### src/rtl/rescale_sequencer.sv
// Two-pass frame controller: pass 1 streams the frame into xtremeSearch for min/max,
// pass 2 re-reads it into the rescaler with the latched offset and range.
module rescale_sequencer #(
  parameter int NB_PIXEL = 19,
  parameter int NB_COUNT = 32,
  parameter int NB_ADDR  = 19,
  parameter int TIMEOUT  = 1024
) (
  input  logic                clock,
  input  logic                reset,
  input  logic                i_start,
  input  logic                i_abort,
  input  logic [NB_COUNT-1:0] i_imageSize,
  output logic                o_rdEn,
  output logic [NB_ADDR-1:0]  o_rdAddr,
  input  logic [NB_PIXEL-1:0] i_rdData,
  output logic                o_srchReset,
  output logic                o_srchValid,
  output logic [NB_PIXEL-1:0] o_srchValue,
  input  logic                i_srchEnd,
  input  logic [NB_PIXEL-1:0] i_maxValue,
  input  logic [NB_PIXEL-1:0] i_minValue,
  input  logic                i_scaleReady,
  output logic                o_scaleValid,
  output logic [NB_PIXEL-1:0] o_scaleValue,
  output logic [NB_PIXEL-1:0] o_offset,
  output logic [NB_PIXEL:0]   o_range,
  output logic                o_flat,
  output logic                o_busy,
  output logic                o_done,
  output logic                o_error
);

  localparam int NB_TMO = $clog2(TIMEOUT + 1);

  localparam logic [3:0] StIdle    = 4'd0;
  localparam logic [3:0] StClear   = 4'd1;
  localparam logic [3:0] StSearch  = 4'd2;
  localparam logic [3:0] StWaitEnd = 4'd3;
  localparam logic [3:0] StLatch   = 4'd4;
  localparam logic [3:0] StRescale = 4'd5;
  localparam logic [3:0] StDrain   = 4'd6;
  localparam logic [3:0] StDone    = 4'd7;
  localparam logic [3:0] StError   = 4'd8;

  logic [3:0]          stateQ, stateD;
  logic [NB_ADDR-1:0]  addrQ, addrD;
  logic [NB_ADDR-1:0]  lastQ, lastD;
  logic [NB_TMO-1:0]   tmoQ, tmoD;
  logic                srchValidQ, scaleValidQ;
  logic [NB_PIXEL-1:0] offsetQ;
  logic [NB_PIXEL:0]   rangeQ;
  logic                flatQ;

  logic rdEn, srchReset, done, error, latch;
  logic sizeZero, sizeTooBig, passOne, passTwo;
  logic [NB_PIXEL:0] rangeCalc;

  assign sizeZero   = (i_imageSize == '0);
  assign sizeTooBig = |i_imageSize[NB_COUNT-1:NB_ADDR];
  assign passOne    = (stateQ == StSearch);
  assign passTwo    = (stateQ == StRescale);
  // Sign-extend both operands so max-min never overflows.
  assign rangeCalc  = {i_maxValue[NB_PIXEL-1], i_maxValue} - {i_minValue[NB_PIXEL-1], i_minValue};

  always_comb begin
    stateD    = stateQ;
    addrD     = addrQ;
    lastD     = lastQ;
    tmoD      = tmoQ;
    rdEn      = 1'b0;
    srchReset = 1'b0;
    done      = 1'b0;
    error     = 1'b0;
    latch     = 1'b0;
    case (stateQ)
      StIdle: begin
        addrD = '0;
        if (i_start) begin
          lastD  = i_imageSize[NB_ADDR-1:0] - 1'b1;
          stateD = (sizeZero || sizeTooBig) ? StError : StClear;
        end
      end
      StClear: begin
        srchReset = 1'b1;
        addrD     = '0;
        stateD    = StSearch;
      end
      StSearch: begin
        rdEn = 1'b1;
        tmoD = '0;
        if (addrQ == lastQ) begin
          addrD  = '0;
          stateD = StWaitEnd;
        end else begin
          addrD = addrQ + 1'b1;
        end
      end
      StWaitEnd: begin
        tmoD = tmoQ + 1'b1;
        // The final beat is still in flight on the first cycle; the end flag is not trusted yet.
        if (!srchValidQ && i_srchEnd) begin
          stateD = StLatch;
        end else if (tmoQ == NB_TMO'(TIMEOUT - 1)) begin
          stateD = StError;
        end
      end
      StLatch: begin
        latch  = 1'b1;
        addrD  = '0;
        stateD = StRescale;
      end
      StRescale: begin
        rdEn = i_scaleReady;
        if (i_scaleReady) begin
          if (addrQ == lastQ) begin
            addrD  = '0;
            stateD = StDrain;
          end else begin
            addrD = addrQ + 1'b1;
          end
        end
      end
      StDrain: stateD = StDone;
      StDone: begin
        done   = 1'b1;
        stateD = StIdle;
      end
      StError: begin
        error  = 1'b1;
        stateD = StIdle;
      end
      default: stateD = StIdle;
    endcase
    if (i_abort) begin
      stateD = StIdle;
      addrD  = '0;
      latch  = 1'b0;
    end
  end

  always_ff @(posedge clock or posedge reset) begin
    if (reset) begin
      stateQ      <= StIdle;
      addrQ       <= '0;
      lastQ       <= '0;
      tmoQ        <= '0;
      srchValidQ  <= 1'b0;
      scaleValidQ <= 1'b0;
      offsetQ     <= '0;
      rangeQ      <= '0;
      flatQ       <= 1'b0;
    end else begin
      stateQ      <= stateD;
      addrQ       <= addrD;
      lastQ       <= lastD;
      tmoQ        <= tmoD;
      srchValidQ  <= rdEn & passOne;
      scaleValidQ <= rdEn & passTwo;
      if (latch) begin
        offsetQ <= i_minValue;
        rangeQ  <= rangeCalc;
        flatQ   <= (rangeCalc == '0);
      end
    end
  end

  assign o_rdEn       = rdEn;
  assign o_rdAddr     = rdEn ? addrQ : '0;
  assign o_srchReset  = srchReset;
  assign o_srchValid  = srchValidQ;
  assign o_srchValue  = srchValidQ ? i_rdData : '0;
  assign o_scaleValid = scaleValidQ;
  assign o_scaleValue = scaleValidQ ? i_rdData : '0;
  assign o_offset     = offsetQ;
  assign o_range      = rangeQ;
  assign o_flat       = flatQ;
  assign o_busy       = (stateQ != StIdle);
  assign o_done       = done;
  assign o_error      = error;

endmodule

### config.mk
export PLATFORM = sky130hd
export DESIGN_NAME = rescale_sequencer
export DESIGN_NICKNAME = d
export VERILOG_FILES = /design/src/rtl/rescale_sequencer.sv
export SDC_FILE = /design/constraint.sdc
export NUM_CORES = 1
export LEC_CHECK = 0
export BUFFER_PORTS_ARGS = -buffer_cell sky130_fd_sc_hd__clkbuf_2
export CAP_MARGIN = 20
export CORE_MARGIN = 1
export CORE_UTILIZATION = 30
export CTS_CLUSTER_DIAMETER = 50
export DETAILED_ROUTE_END_ITERATION = 7
export HOLD_SLACK_MARGIN = 0.05
export PLACE_DENSITY_LB_ADDON = 0.12
export SLEW_MARGIN = 20
export SYNTH_ARGS = -nofsm -noshare
export SYNTH_HDL_FRONTEND = slang
export SYNTH_SLANG_ARGS = --single-unit
### constraint.sdc
create_clock -name clock -period 9.2 [get_ports clock]
set_input_delay 1.38 -clock clock [delete_from_list [all_inputs] [get_ports clock]]
set_output_delay 1.38 -clock clock [all_outputs]
set_load 0.01 [all_outputs]
==> impl_metrics.tcl <==
set metrics [dict create \
    synthTopCellsByArea "dfrtp_1, nand2_1, xor2_1, ha_1, o21ai_0" \
    root_buffer "clkbuf_16" \
    drive_gt1_share_pct 26.6 \
    synth_edf_count 0 \
    drv_slew 0 \
    clock_sinks 95 \
    holdCritPathClass "reg2reg" \
    io_buffers 198 \
    synth_area_leader_cell "dfrtp_1" \
    cp-startpoint "stateQ[2]" \
    max_slew_margin_pct 28.8 \
    htree_levels 3 \
    worstMarginPinSlew_ns 1.06 \
    cts_setup_buffers 0 \
    gp_congestion 0.821 \
    reg2reg_from "stateQ[2]" \
    core_area_sq_mm 0.0197 \
    skew_ns 0.0110 \
    numCtsBuffers 9 \
    reg2reg_depth 9 \
    vias 5469 \
    hold_viol 0 \
    n_antenna_cell 0 \
    end_kind "primary output" \
    synthesis.area_sq_mm 0.00606 \
    yosys_warnings 0 \
    cts_resized 0 \
    syn_avg_cell_area_sq_um 8.51 \
    syn_to_final_growth_pct 25.4 \
    grt_pass1_vias 5111 \
    async_flop_share_pct 100 \
    design.die.area_sq_mm 0.0208 \
    fmax_mhz 250 \
    antenna_found_initial 0 \
    ys.flop_type "dfrtp_1" \
    syn_inst 713 \
    drc 0 \
    rows 51 \
    nNetsFinal 1016 \
    dr.pass1.iters 4 \
    fin_crit_ns 4.00 \
    fp.dieW_um 144 \
    clkTransAtPathRegs_ns 0.07 \
    grt_overflow 0 \
    finalSetupViolations 0 \
    drv_cap 0 \
    vias_per_cell 4.69 \
    fillCellCount 2076 \
    syn-num-nets 832 \
    leakagePower_nw 3.77 \
    outcome "finished clean" \
    dpl.hpwl_mm 12.7 \
    power_density_mw_per_mm2 137 \
    setup.worst_path.end "o_rdAddr[2]" \
    netlist_top_cells_count "nand2_1, dfrtp_1, nor2_1, o21ai_0, and2_1" \
    fin_tns_setup_ns 0 \
    rrSetupSlack_ns 6.52 \
    cp_max_fo 20 \
    wl_per_cell_um 14.0 \
    ir_drop_v 0.0000905 \
    clockBufferDepth 2 \
    r2r-end "o_flat" \
    clock_latency_ns 0.35 \
    cts_tree "yes" \
    rsz0062_at_grt "no" \
    cp.arrival_ns 2.62 \
    startpoint_type "flop" \
    period_share_pct 43.5 \
    synth_most_common_cell "nand2_1" \
    cp.required_ns 7.82 \
    initial_core_util_pct 30.9 \
    fp.dieH_um 144 \
    ys_types 59 \
    grt_start_max_net_pins 67 \
    synth-seq-cells 95 \
    ios 199 \
    track_usage_pct 16.0 \
    antenna_left 0 \
    grt_pass1_wl_mm 25.7 \
    drtIter0Drc 205 \
    synth_top_area_share_pct 39.2 \
    synth_seq_area_share_pct 39.2 \
    crit_type "reg2out" \
    wl_mm 16.3 \
    post-place-ws_ns 4.93 \
    postCtsHoldBufs 0 \
    fin_ws_ns 5.20 \
]
kinds of logic after synthesis:
family | share of synthesized area [%]
multiplexers | 0.722
AO/OA/AOI/OAI | 14.3
XOR/XNOR | 9.39
flip-flops | 39.2
buffers and inverters | 3.96
adder cells (fa/ha/maj) | 5.08
AND/OR/NAND/NOR | 27.3
how the worst min path moves through the flow:
stage / cells past startpoint / to / from / slack (ns)
final: 2 / o_range[6] / o_range[6] / 0.48
after global routing: 2 / o_offset[12] / o_offset[12] / 0.51
after CTS: 2 / o_offset[18] / o_offset[18] / 0.49
after detailed placement: 2 / o_offset[18] / o_offset[18] / 0.47
after global placement: 2 / o_range[6] / o_range[6] / 0.46
after floorplan: 1 / tmoQ[6] / tmoQ[6] / 0.46
worst max-delay path, stage by stage, from the launching register on:
cell and delay [ns]:
dfrtp_1 0.60, nor2_1 0.19, nand2_1 0.40, nor2_1 0.18
nor2_2 0.62, nor2b_1 0.11, clkbuf_2 0.16
through the flow:
step	instances	utilization, %	instance area, sq um	power [mW]	hold WS [ns]
after CTS	1167	38.6	7590	1.06	0.491
after floorplan	713	-	6060	0.598	0.456
final	1167	38.7	7600	1.04	0.480
after global routing	1167	38.7	7600	1.10	0.509
after detailed placement	1151	37.1	7300	0.670	0.473
after global placement	1150	37.1	7290	0.668	0.461
metal layers:
layer	part of all wire, %	vias to the layer above	GRT usage, %
met3	5.3	18	3.68
met5	0	-	0
met2	47	152	27.4
met4	1.3	0	4.43
li1	-	2812	-
met1	46	2487	20.0
layout by cell type (no fill, tap or decap), types with 5 or more instances in the layout:
cell	netlist	routed
ha_1	23	23
nor2_1	62	61
nor2b_1	23	23
clkbuf_16	0	9
a21o_1	10	10
xor2_1	37	37
nand3_1	20	19
a31oi_1	5	5
inv_1	30	29
dfrtp_1	95	95
nand4_1	9	9
and3_1	13	13
clkbuf_2	0	198
o31ai_1	5	5
nand2_1	107	106
o21ai_0	57	57
a21oi_1	19	19
xnor2_1	28	28
or3_1	5	5
nand2b_1	5	5
and2_1	40	40
a211oi_1	6	6
nor4_1	9	8
nor3_1	20	20
o21ai_1	9	9
layout make-up:
type                       count  area [sq um]  area share (%)
sequential                    95          2380            31.3
inverter                      30           115            1.51
clock buffer                   9           225            2.96
clock inverter                 7          68.8           0.905
multi-input combinational    560          3470            45.6
tap                          265           332            4.36
timing repair buffer         201          1020            13.4
flip-flops by register name (all words and copies together), names as in the netlist:
signal,flops
lastQ,19
stateQ,4
tmoQ,11
o_scaleValid,1
o_offset,19
o_range,20
addrQ,19
o_flat,1
o_srchValid,1
report_power, final:
| part | internal (mW) | total [mW] | switching, mW | leakage [nW] |
|---|---|---|---|---|
| Sequential | 0.442 | 0.462 | 0.0201 | 1.28 |
| Clock | 0.193 | 0.383 | 0.191 | 0.146 |
| Combinational | 0.0816 | 0.196 | 0.115 | 2.35 |
| Total | 0.716 | 1.04 | 0.326 | 3.77 |
Note: power is estimated with default switching activity, not from simulation.
